File: src/rtl/ex_wb_stage_pkg.sv
// Shared definitions for the execute/writeback stage: instruction kinds,
// flush length, FSM state encoding and the branch-condition helper.
package ex_wb_stage_pkg;

   typedef enum logic [1:0] {
      KIND_ALU = 2'b00,
      KIND_BRZ = 2'b01,
      KIND_BRN = 2'b10,
      KIND_JMP = 2'b11
   } kind_e;

   // Width of the flush counter and the number of squash cycles after a redirect
   localparam int              FCNT_W       = 2;
   localparam logic [FCNT_W-1:0] FLUSH_CYCLES = 2'd2;

   typedef enum logic {
      ST_RUN   = 1'b0,
      ST_FLUSH = 1'b1
   } state_e;

   // Instruction held in s1 while its ALU result is produced
   typedef struct packed {
      logic        valid;
      kind_e       kind;
      logic [5:0]  rd;
      logic [31:0] target;
   } s1_t;

   // Branch condition evaluated against the architectural flags
   function automatic logic branch_taken(input kind_e kind, input logic z, input logic n);
      logic taken;
      case (kind)
         KIND_JMP: taken = 1'b1;
         KIND_BRZ: taken = z;
         KIND_BRN: taken = n;
         default:  taken = 1'b0;
      endcase
      return taken;
   endfunction

endpackage

File: src/rtl/ex_wb_stage.sv
// Execute/writeback stage: aligns issued instructions with the 1-cycle ALU
// result, holds a single writeback register with ready/valid backpressure,
// resolves branches against the architectural flags and squashes younger
// instructions for FLUSH_CYCLES after a redirect.
module ex_wb_stage
   import ex_wb_stage_pkg::*;
(
   input  logic        clock,
   input  logic        reset_n,
   input  logic        ex_valid,
   input  logic [1:0]  ex_kind,
   input  logic [5:0]  ex_rd,
   input  logic [31:0] ex_target,
   input  logic [31:0] alu_out,
   input  logic        alu_z,
   input  logic        alu_n,
   input  logic        wb_ready,
   output logic        wb_valid,
   output logic [5:0]  wb_rd,
   output logic [31:0] wb_data,
   output logic        br_taken,
   output logic [31:0] br_target,
   output logic        flush,
   output logic        stall,
   output logic        flag_z,
   output logic        flag_n,
   output logic [15:0] retire_cnt
);

   s1_t              s1_q, s1_d;
   logic             wb_valid_q, wb_valid_d;
   logic [5:0]       wb_rd_q, wb_rd_d;
   logic [31:0]      wb_data_q, wb_data_d;
   logic             flag_z_q, flag_z_d;
   logic             flag_n_q, flag_n_d;
   logic             br_taken_q, br_taken_d;
   logic [31:0]      br_target_q, br_target_d;
   logic [15:0]      retire_q, retire_d;
   state_e           state_q;
   logic [FCNT_W-1:0] fcnt_q;
   logic             flush_q;

   logic             stall_w;
   logic             wb_hs;
   logic             wb_load;
   logic             br_resolve;
   logic             br_take;

   // Writeback register full and not accepted: everything upstream holds
   assign stall_w    = wb_valid_q & ~wb_ready;
   assign wb_hs      = wb_valid_q & wb_ready;
   assign wb_load    = s1_q.valid & (s1_q.kind == KIND_ALU) & ~stall_w;
   assign br_resolve = s1_q.valid & (s1_q.kind != KIND_ALU) & ~stall_w;
   // Flags used here are the pre-edge values; branches never write them
   assign br_take    = br_resolve & branch_taken(s1_q.kind, flag_z_q, flag_n_q);

   // Next state of s1: capture issue unless stalled; drop it in FLUSH or when squashed by a redirect
   always_comb begin
      s1_d = s1_q;
      if (!stall_w) begin
         s1_d.valid  = ex_valid & (state_q == ST_RUN) & ~br_take;
         s1_d.kind   = kind_e'(ex_kind);
         s1_d.rd     = ex_rd;
         s1_d.target = ex_target;
      end
   end

   // Next state of writeback register, flags, redirect pulse and retire counter
   always_comb begin
      wb_valid_d  = wb_valid_q;
      wb_rd_d     = wb_rd_q;
      wb_data_d   = wb_data_q;
      flag_z_d    = flag_z_q;
      flag_n_d    = flag_n_q;
      if (wb_load) begin
         wb_valid_d = 1'b1;
         wb_rd_d    = s1_q.rd;
         wb_data_d  = alu_out;
         flag_z_d   = alu_z;
         flag_n_d   = alu_n;
      end else if (wb_hs) begin
         wb_valid_d = 1'b0;
      end
      br_taken_d  = br_take;
      br_target_d = br_take ? s1_q.target : br_target_q;
      retire_d    = retire_q + 16'(wb_hs) + 16'(br_resolve);
   end

   // Datapath registers
   always_ff @(posedge clock or negedge reset_n) begin
      if (!reset_n) begin
         s1_q        <= '0;
         wb_valid_q  <= 1'b0;
         wb_rd_q     <= '0;
         wb_data_q   <= '0;
         flag_z_q    <= 1'b0;
         flag_n_q    <= 1'b0;
         br_taken_q  <= 1'b0;
         br_target_q <= '0;
         retire_q    <= '0;
      end else begin
         s1_q        <= s1_d;
         wb_valid_q  <= wb_valid_d;
         wb_rd_q     <= wb_rd_d;
         wb_data_q   <= wb_data_d;
         flag_z_q    <= flag_z_d;
         flag_n_q    <= flag_n_d;
         br_taken_q  <= br_taken_d;
         br_target_q <= br_target_d;
         retire_q    <= retire_d;
      end
   end

   // RUN/FLUSH controller with registered flush output and squash counter
   always_ff @(posedge clock or negedge reset_n) begin
      if (!reset_n) begin
         state_q <= ST_RUN;
         fcnt_q  <= '0;
         flush_q <= 1'b0;
      end else begin
         case (state_q)
            ST_RUN: begin
               if (br_take) begin
                  state_q <= ST_FLUSH;
                  fcnt_q  <= FLUSH_CYCLES;
                  flush_q <= 1'b1;
               end
            end
            ST_FLUSH: begin
               fcnt_q <= fcnt_q - 2'd1;
               if (fcnt_q <= 2'd1) begin
                  state_q <= ST_RUN;
                  flush_q <= 1'b0;
               end
            end
            default: begin
               state_q <= ST_RUN;
               fcnt_q  <= '0;
               flush_q <= 1'b0;
            end
         endcase
      end
   end

   assign wb_valid   = wb_valid_q;
   assign wb_rd      = wb_rd_q;
   assign wb_data    = wb_data_q;
   assign br_taken   = br_taken_q;
   assign br_target  = br_target_q;
   assign flush      = flush_q;
   assign stall      = stall_w;
   assign flag_z     = flag_z_q;
   assign flag_n     = flag_n_q;
   assign retire_cnt = retire_q;

endmodule

File: config.mk
export PLATFORM = sky130hd
export DESIGN_NAME = ex_wb_stage
export DESIGN_NICKNAME = d
export VERILOG_FILES = /design/src/rtl/ex_wb_stage_pkg.sv /design/src/rtl/ex_wb_stage.sv
export SDC_FILE = /design/constraint.sdc
export NUM_CORES = 1
export LEC_CHECK = 0
export ABC_AREA = 1
export CAP_MARGIN = 20
export CORE_AREA = 2 2 140 142
export CTS_BUF_LIST = sky130_fd_sc_hd__clkbuf_8
export CTS_CLUSTER_DIAMETER = 100
export DETAILED_ROUTE_END_ITERATION = 10
export DIE_AREA = 0 0 142 144
export PLACE_DENSITY_LB_ADDON = 0.3
export SYNTH_ARGS = -nofsm -noshare
export SYNTH_HDL_FRONTEND = slang
export SYNTH_SLANG_ARGS = --single-unit
File: constraint.sdc
create_clock -name clock -period 1.9 [get_ports clock]
set_input_delay 0.38 -clock clock [delete_from_list [all_inputs] [get_ports clock]]
set_output_delay 0.38 -clock clock [all_outputs]
set_load 0.05 [all_outputs]
==> run_results.csv, run 1 <==
group,metric,value,unit
clock_tree,cts_sinks,135,
sta,finalHoldViolations,0,
sta,setup_violations,0,
power_and_ir_drop,power.share.switching,46.9,%
synthesis,synth_sequential_area_ratio,60.3,%
sta,finalCriticalPeriod,1860,ps
grt,antenna_found_initial,0,
setup_path,crit_chain,"clkdlybuf4s50_1 > inv_2 > nand2_4 > buf_8 > inv_1 > buf_4",
flow_run,drv_cap,0,
setup_path,setup_crit_path_kind,"in2out",
sta,worst_clock_skew,12.2,ps
placement,gp_routability_congestion,0.693,
sta,maxSlewViolCount,0,
grt,global_route_congestion_overflow_total,0,
floorplanning,starting_density_of_the_core,29.3,%
detailed_routing,detailed_router_iteration_count_before_antenna_repair,4,
clock_tree,post_cts.repair.setup_buffers,0,
grt,grt_usage,12.9,%
detailed_routing,drc,0,
floorplanning,placeableCoreArea,0.0191,mm²
setup_path,path_depth,6,
clock_tree,cts_root_buffer,"clkbuf_8",
detailed_routing,via_per_inst,4.13,
detailed_routing,drt_wl_total,12500,µm
clock_tree,clkSlewWorstSetupHoldPaths,70,ps
setup_path,worst_setup_end_kind,"primary output",
worst_hold_path,timing.hold.worst.class,"in2async",
placement,place_hpwl,8550,µm
clock_tree,clk_latency,430,ps
synthesis,yosysUniqueCellTypes,27,
synthesis,seq_cells_post_synth,135,
floorplanning,fp.dieArea,0.0204,mm²
synthesis,syn-cell-area,0.00560,mm²
floorplanning,floorplan.io_pins,170,
final_layout,fin_nets,820,
power_and_ir_drop,powerDensity,1670,mW/mm²
floorplanning,chipWidth,142,µm
detailed_routing,count_of_nets_left_with_antenna_violations_after_detail_routing,0,
setup_path,critical_path_peak_fanout,31,
final_layout,synthToLayoutAreaGrowth,39.7,%
final_layout,post_route_cells_drive_above_1_share,21.8,%
clock_tree,clock_tree.buffer_depth,2,
power_and_ir_drop,clock_power_share,17.6,%
sta,worst_margin_pin_slew,508,ps
setup_path,worstReg2RegStart,"wb_valid",
setup_path,critPathLaunchType,"input pin",
final_layout,diodes,0,
synthesis,synthesis.area_per_instance,10.1,µm²
detailed_routing,route.detailed.wl_per_inst,12.6,µm
power_and_ir_drop,share_of_total_power_in_combinational_logic,48.6,%
setup_path,worst_reg_to_reg_cells,10,
setup_path,critical-path-top-delay-family,"buffers and inverters",
power_and_ir_drop,intPower,6.93,mW
sta,max_freq,539,MHz
grt,grt_pass1_vias,4102,
power_and_ir_drop,vdd_ir_drop_max,0.000750,V
sta,post-route-period-util,97.7,%
placement,buffer_ports.inserted,169,
setup_path,rr_endpoint,"retire_cnt[12]",
clock_tree,tritoncts_clock_tree,"built",
grt,grt_first_pass_wirelength,20700,µm
setup_path,critical_path_buf_inv_count,5,
setup_path,worst_ep_arrival_time,1480,ps
placement,place_ws,-472,ps
clock_tree,cts_inserted_buffers,17,
sta,setup_ws,43.6,ps
detailed_routing,drt-initial-drc-count,127,
setup_path,worst-endpoint-required,1520,ps
detailed_routing,via_count,4091,
clock_tree,cts.htree.levels,4,
setup_path,regToRegSetupSlack,140,ps
sta,rsz0062_at_grt,"yes",
power_and_ir_drop,share_seq_of_total_power,33.8,%
synthesis,synthCells,557,
setup_path,critical-path-slowest-cell,"clkdlybuf4s50_1",
run_status,status,"finished, final reports clean",
synthesis,syn_nets,638,
synthesis,synth.yosys.warnings,0,
power_and_ir_drop,leakage,4.05,nW
power_and_ir_drop,power_total,13.1,mW
floorplanning,dieHeight,144,µm
sta,worst_slew_margin_rel,66.3,%
grt,pin_count_of_the_biggest_net_entering_global_routing,73,
floorplanning,placement_rows,51,
setup_path,max_incr_delay_on_cp,500,ps
power_and_ir_drop,switching_power,6.13,mW
-- worst reg2reg max path: stages (launching register included) --
cell and delay (ps):
dfrtp_2 440, nand2_4 90, nand2_2 60, nor2_4 90
fa_2 250, ha_2 210, nand2_1 70, nor2_2 110
nand3b_1 140, o21ai_1 140, nand2_1 60
-- layer usage --
metal	global-route usage [%]	vias up	share of wire (%)
li1	-	2087	-
met5	0	-	0
met4	4.53	0	1.3
met2	19.1	99	45
met1	17.7	1892	48
met3	4.04	13	5.2
-- Yosys cell counts --
master    count  area share, %
nand2_1     148            9.9
dfrtp_1     135             60
inv_1        85            5.7
o21ai_2      54            8.4
o21ai_0      41            3.7
o21ai_1      19            1.7
buf_6        15            3.0
nor2_1       14           0.94
buf_2         6           0.54
nand3_1       6           0.54
xnor2_1       5           0.78
xor2_1        5           0.78
clkbuf_1      3           0.20
nand3b_1      3           0.40
ha_1          2           0.45
inv_2         2           0.13
nand2_4       2           0.40
nor2_2        2           0.22
or2_2         2           0.22
a21oi_1       1          0.089
a21oi_2       1           0.16
a21oi_4       1           0.29
fa_1          1           0.36
nand2_2       1           0.11
nand3_4       1           0.31
nor2_4        1           0.20
nor3_1        1          0.089
-- layout by cell type (no fill, tap or decap), types with 2 or more instances in the layout --
cell type / netlist / final
nand2_1: 148 / 148
dfrtp_1: 135 / 134
inv_1: 85 / 89
clkdlybuf4s50_1: 0 / 76
buf_4: 0 / 56
o21ai_2: 54 / 54
dlygate4sd2_1: 0 / 46
o21ai_0: 41 / 40
o21ai_1: 19 / 20
clkbuf_8: 0 / 19
nor2_1: 14 / 12
nand3_1: 6 / 6
buf_12: 0 / 6
xnor2_1: 5 / 5
xor2_1: 5 / 5
clkinv_2: 0 / 5
nor2_2: 2 / 3
nand3b_1: 3 / 3
inv_2: 2 / 2
nand2_4: 2 / 2
nor2_4: 1 / 2
or2_2: 2 / 2
bufinv_16: 0 / 2
clkinvlp_4: 0 / 2
-- worst max-delay path by stage --
stage / startpoint / end / slack [ps]
2_1_floorplan: wb_valid / retire_cnt[12] / 10
3_3_place_gp: wb_ready / retire_cnt[12] / -450
3_5_place_dp: wb_ready / retire_cnt[12] / -470
4_1_cts: wb_valid / stall / 20
5_1_grt: wb_valid / stall / -40
6_report: wb_ready / stall / 40
-- power by group through the flow --
stage	combinational, mW	sequential (mW)	clock (mW)
after global routing	6.78	4.55	2.56
final	6.35	4.41	2.31
after floorplan	1.65	7.33	0
after global placement	6.67	4.47	0
after detailed placement	6.72	4.49	0
after CTS	6.43	4.43	2.42
-- flip-flops by register name, summed over array words and instances (netlist names) --
name / count
fcnt_q: 2
br_taken: 1
wb_valid: 1
wb_data: 32
flag_n: 1
br_target: 32
s1_q: 41
retire_cnt: 16
wb_rd: 6
state_q: 1
flush: 1
flag_z: 1
-- cells by family (layout without fill, tap and decap cells) --
| kind of cell | after synthesis | in the layout | share of synthesized area [%] |
|---|---|---|---|
| DFF | 135 | 135 | 60.3 |
| buffers and inverters | 111 | 306 | 9.59 |
| adders and majority gates | 3 | 3 | 0.804 |
| xor gates and xnor gates | 10 | 10 | 1.56 |
| AOI/OAI and AO/OA | 117 | 117 | 14.3 |
| and+or+nand+nor | 181 | 181 | 13.4 |
-- final cells by class --
cell class	count	area [µm²]
multi-input combinational	311	1700
tap	238	298
clock buffer	19	262
inverter	87	327
fill	1882	11300
timing repair buffer	187	1740
clock inverter	13	115
sequential	135	3380
-- through the flow --
stage                     utilization, %  TNS, ps  hold WS (ps)  area, µm²  instances
after CTS                           40.9        0           386       7810        990
final                               41.0        0           417       7820        990
after global placement              39.1   -12440           307       7470        957
after global routing                41.0    -35.5           401       7820        990
after detailed placement            39.1   -13750           306       7470        957
after floorplan                        -        0          84.4       5600        557
-- repair_timing --
action,CTS,global route
gates resized for setup,49,5
endpoints found under the setup margin,48,5
hold endpoints to repair,31,0
pin swaps,0,1
hold buffers,1,0
Note: power is estimated with default switching activity, not from simulation.
==> run 2: changes to the inputs <==
Settings changed: GPL_ROUTABILITY_DRIVEN set to 0, SETUP_SLACK_MARGIN set to 0.3.
==> run_results.csv, run 2 (synthesized netlist as in run 1, its figures left out) <==
group,metric,value,unit
grt,antenna_found_initial,0,
power_and_ir_drop,intPower,6.76,mW
final_layout,largest_register_ffs,41,
placement,dp_cells,960,
grt,pin_count_of_the_biggest_net_entering_global_routing,56,
grt,grt_pass1_vias,4009,
power_and_ir_drop,leakage,4.03,nW
sta,maxSlewViolCount,0,
detailed_routing,drt-initial-drc-count,153,
sta,finalHoldViolations,0,
run_status,status,"finished, final reports clean",
placement,place_ws,-292,ps
sta,worst_slew_margin_rel,73.8,%
clock_tree,clock_tree.buffer_depth,2,
flow_run,drv_cap,0,
final_layout,finish.cell_count_without_fillers,1000,
floorplanning,chipWidth,142,µm
final_layout,postLayoutCellArea,0.00784,mm²
final_layout,post_route_cells_drive_above_1_share,30.4,%
floorplanning,fp.dieArea,0.0204,mm²
floorplanning,placeableCoreArea,0.0191,mm²
sta,hold-worst-slack,420,ps
detailed_routing,detailed_router_iteration_count_before_antenna_repair,4,
sta,max_freq,575,MHz
detailed_routing,drt_wl_total,12800,µm
power_and_ir_drop,clock_power_share,17.0,%
sta,post-route-period-util,91.5,%
setup_path,critPathLaunchType,"register",
power_and_ir_drop,power.share.switching,48.1,%
sta,worst_margin_pin_slew,393,ps
power_and_ir_drop,powerDensity,1660,mW/mm²
setup_path,worst_ep_arrival_time,2060,ps
clock_tree,tritoncts_clock_tree,"built",
setup_path,critical_path_peak_fanout,3,
floorplanning,placement_rows,51,
clock_tree,clk_latency,440,ps
detailed_routing,via_per_inst,4.10,
sta,rsz0062_at_grt,"yes",
sta,setup_violations,0,
detailed_routing,count_of_nets_left_with_antenna_violations_after_detail_routing,0,
detailed_routing,drc,0,
clock_tree,cts.htree.levels,4,
final_layout,layout_commonest_cell,"nand2_1",
sta,tns,0,ps
placement,place_hpwl,8780,µm
floorplanning,floorplan.io_pins,170,
setup_path,worst-endpoint-required,2220,ps
grt,grt_first_pass_wirelength,20600,µm
floorplanning,dieHeight,144,µm
detailed_routing,via_count,4099,
setup_path,worst_setup_end_kind,"register",
clock_tree,cts_root_buffer,"clkbuf_8",
final_layout,mostFrequentLayoutCells,"nand2_1, dfrtp_1, inv_1, clkdlybuf4s50_1, buf_4",
final_layout,diodes,0,
sta,finalCriticalPeriod,1740,ps
final_layout,synthToLayoutAreaGrowth,40.1,%
grt,grt_usage,13.0,%
placement,placed_area,0.00751,mm²
final_layout,regMostFlops,"s1_q",
power_and_ir_drop,switching_power,6.27,mW
clock_tree,cts_sinks,135,
detailed_routing,route.detailed.wl_per_inst,12.8,µm
sta,setup_ws,161,ps
clock_tree,cts_inserted_buffers,17,
final_layout,fin_nets,830,
power_and_ir_drop,share_of_total_power_in_combinational_logic,48.9,%
power_and_ir_drop,share_seq_of_total_power,34.1,%
floorplanning,starting_density_of_the_core,29.3,%
placement,buffer_ports.inserted,169,
sta,worst_clock_skew,17.9,ps
clock_tree,clkSlewWorstSetupHoldPaths,80,ps
grt,global_route_congestion_overflow_total,0,
setup_path,setup_crit_path_kind,"reg2reg",
worst_hold_path,timing.hold.worst.class,"in2async",
power_and_ir_drop,vdd_ir_drop_max,0.000900,V
[run 2: worst max-delay path, stage by stage (launching register included)]
cell	delay, ps
dfrtp_2	430
buf_4	150
nand2_1	50
inv_1	50
fa_2	380
buf_4	150
nand3_4	90
nor2_4	50
buf_4	130
xor2_1	140
[run 2: path summary, 6_finish.rpt]
kind	start	endpoint	slack, ps	cells after the start
min in group clock	wb_ready	retire_cnt[0]	420	4
max	wb_valid	retire_cnt[5]	160	9
min reg2reg	wb_data[1]	wb_data[1]	480	2
min	reset_n	s1_q[29]	420	2
max in group asynchronous	reset_n	s1_q[24]	920	3
max reg2reg	wb_valid	retire_cnt[5]	160	9
[run 2: per-stage QoR]
| step | utilization (%) | power (mW) |
|---|---|---|
| finish | 41.1 | 13.0 |
| global route | 41.1 | 13.8 |
| CTS | 41.8 | 13.4 |
| detailed placement | 39.3 | 11.2 |
| global placement | 39.3 | 11.2 |
| floorplan | - | 9.00 |
[run 2: final cells by class]
| type | count | area (µm²) |
|---|---|---|
| Tap cell | 238 | 298 |
| Clock buffer | 17 | 234 |
| Multi-Input combinational cell | 311 | 1740 |
| Inverter | 87 | 332 |
| Sequential cell | 135 | 3380 |
| Fill cell | 1938 | 11200 |
| Timing Repair Buffer | 197 | 1730 |
| Clock inverter | 15 | 129 |
[run 2: timing repair]
action,4_1_cts,5_1_grt
endpoints found under the hold margin,34,0
endpoints found under the setup margin,72,54
gates resized for setup,190,72
cloned,1,0
pin swaps,7,9
buffers inserted,5,1
hold buffers,1,0
[run 2: power groups by stage]
stage / Clock (mW) / Combinational (mW) / Sequential (mW)
final: 2.21 / 6.37 / 4.44
after global routing: 2.45 / 6.80 / 4.57
after CTS: 2.33 / 6.62 / 4.46
after detailed placement: 0 / 6.74 / 4.50
after global placement: 0 / 6.69 / 4.48
after floorplan: 0 / 1.67 / 7.33
[run 2: layer usage]
| layer | vias up | global-route usage (%) | wire length (µm) |
|---|---|---|---|
| met1 | 1876 | 16.8 | 5840 |
| met4 | 0 | 5.84 | 243 |
| li1 | 2104 | - | - |
| met5 | - | 0 | 0 |
| met2 | 102 | 20.2 | 6020 |
| met3 | 17 | 3.91 | 696 |
==> run 3: changes to the inputs <==
Settings changed: TNS_END_PERCENT set to 50.
==> run_results.csv, run 3 (synthesized netlist as in run 1, its figures left out) <==
group,metric,value,unit
power_and_ir_drop,clock_power_share,17.9,%
placement,buffer_ports.inserted,169,
sta,worst_slew_margin_rel,79.6,%
power_and_ir_drop,power.share.switching,46.0,%
sta,finalHoldViolations,0,
sta,rsz0062_at_grt,"yes",
setup_path,regToRegSetupSlack,160,ps
clock_tree,tritoncts_clock_tree,"built",
clock_tree,cts.htree.levels,4,
clock_tree,cts_inserted_buffers,17,
sta,maxSlewViolCount,0,
power_and_ir_drop,leakage,4.08,nW
power_and_ir_drop,share_of_total_power_in_combinational_logic,49.0,%
final_layout,regMostFlops,"s1_q",
final_layout,diodes,0,
grt,antenna_found_initial,0,
setup_path,critical-path-slowest-cell,"dfrtp_2",
final_layout,finish.cell_count_without_fillers,999,
final_layout,mostFrequentLayoutCells,"nand2_1, dfrtp_1, inv_1, clkdlybuf4s50_1, buf_4",
power_and_ir_drop,vdd_ir_drop_max,0.000879,V
sta,worst_margin_pin_slew,306,ps
sta,finalCriticalPeriod,1740,ps
final_layout,largest_register_ffs,41,
setup_path,setup_crit_path_kind,"reg2reg",
setup_path,worst-endpoint-required,2220,ps
placement,dp_cells,959,
final_layout,layout_commonest_cell,"nand2_1",
detailed_routing,drt_wl_total,12900,µm
detailed_routing,drc,0,
floorplanning,fp.dieArea,0.0204,mm²
final_layout,post-route-util,42.6,%
worst_hold_path,timing.hold.worst.class,"in2async",
setup_path,first_element_of_the_critical_path,"wb_valid",
grt,pin_count_of_the_biggest_net_entering_global_routing,55,
sta,worst_clock_skew,9.31,ps
detailed_routing,route.detailed.wl_per_inst,13.0,µm
setup_path,critical_path_peak_fanout,3,
setup_path,rr_endpoint,"retire_cnt[6]",
power_and_ir_drop,intPower,7.30,mW
final_layout,layout.filler_cells,1852,
floorplanning,dieHeight,144,µm
detailed_routing,via_per_inst,4.08,
floorplanning,placeableCoreArea,0.0191,mm²
floorplanning,chipWidth,142,µm
setup_path,cp-endpoint,"retire_cnt[6]",
setup_path,worst_ep_arrival_time,2050,ps
clock_tree,clkSlewWorstSetupHoldPaths,80,ps
grt,grt_first_pass_wirelength,20200,µm
setup_path,critPathLaunchType,"register",
detailed_routing,via_count,4071,
grt,grt_pass1_vias,3833,
run_status,status,"finished, final reports clean",
final_layout,post_route_cells_drive_above_1_share,30.6,%
clock_tree,cts_sinks,135,
setup_path,worstReg2RegStart,"wb_valid",
detailed_routing,detailed_router_iteration_count_before_antenna_repair,4,
final_layout,fin_nets,829,
final_layout,area.sequential,0.00338,mm²
setup_path,worst_setup_end_kind,"register",
sta,setup_violations,0,
floorplanning,floorplan.io_pins,170,
power_and_ir_drop,powerDensity,1660,mW/mm²
setup_path,max_incr_delay_on_cp,430,ps
floorplanning,starting_density_of_the_core,29.3,%
power_and_ir_drop,switching_power,6.22,mW
sta,max_freq,576,MHz
grt,grt_usage,12.8,%
setup_path,worst_reg_to_reg_cells,9,
final_layout,synthToLayoutAreaGrowth,45.3,%
sta,tns,0,ps
power_and_ir_drop,share_seq_of_total_power,33.1,%
detailed_routing,drt-initial-drc-count,159,
flow_run,drv_cap,0,
clock_tree,clk_latency,440,ps
placement,place_hpwl,8660,µm
clock_tree,cts_root_buffer,"clkbuf_8",
floorplanning,placement_rows,51,
setup_path,crit_chain,"buf_6 > nand2_4 > inv_2 > fa_2 > ha_4 > nand3_2 > nor2_2 > buf_4 > xor2_1",
detailed_routing,count_of_nets_left_with_antenna_violations_after_detail_routing,0,
clock_tree,clock_tree.buffer_depth,2,
final_layout,multiInputGateArea,0.00178,mm²
grt,global_route_congestion_overflow_total,0,
sta,post-route-period-util,91.4,%
[run 3: changes by cell type in the layout (fill, tap and decap cells not counted), sizes merged, moves of 2 or more]
cell	previous run	this run
clkinv	8	2
inv	89	91
buf	113	74
clkinvlp	4	2
clkbuf	17	25
clkdlybuf4s15	6	41
[run 3: critical path: cells and delay by family, from the launching register on]
kind                       cells  cell delay [ps]
adders and majority gates      2              570
DFF                            1              430
buffers and inverters          3              300
and+or+nand+nor                3              170
xor gates and xnor gates       1              140
[run 3: area by class of cell]
cell class	count	area share [%]
sequential	135	41.6
timing repair buffer	196	23.8
multi-input combinational	311	21.9
inverter	87	4.08
clock buffer	22	3.72
tap	238	3.66
clock inverter	10	1.28
[run 3: repair_timing]
action	4_1_cts	5_1_grt
pin swaps	6	8
cloned	1	0
hold endpoints to repair	24	0
hold buffers	1	0
gates resized for setup	145	33
endpoints found under the setup margin	88	83
buffers inserted	3	3
[run 3: how the worst min path moves through the flow]
stage,start,endpoint
global route,reset_n,wb_rd[2]
detailed placement,reset_n,s1_q[3]
floorplan,reset_n,br_taken
finish,reset_n,br_taken
CTS,reset_n,br_taken
global placement,reset_n,s1_q[3]
[run 3: stage by stage]
step                area, µm²  power, mW  setup WS, ps  hold WS [ps]
floorplan                5620       9.00          63.7          84.4
global placement         7490       11.2          -340           284
detailed placement       7490       11.2          -347           284
CTS                      8030       13.6           172           357
global route             8140       14.3          94.6           367
finish                   8140       13.5           163           384
[run 3: routing by layer]
metal | global-route usage [%] | routed length [µm]
met1 | 16.4 | 6030
met5 | 0 | 0
met2 | 19.9 | 6000
met3 | 4.44 | 733
met4 | 5.05 | 168
[run 3: power groups by stage]
stage	registers, mW	clock network (mW)	logic, mW
5_1_grt	4.61	2.65	7.06
3_3_place_gp	4.50	0	6.67
4_1_cts	4.48	2.52	6.64
6_report	4.47	2.42	6.63
3_5_place_dp	4.51	0	6.72
2_1_floorplan	7.33	0	1.67
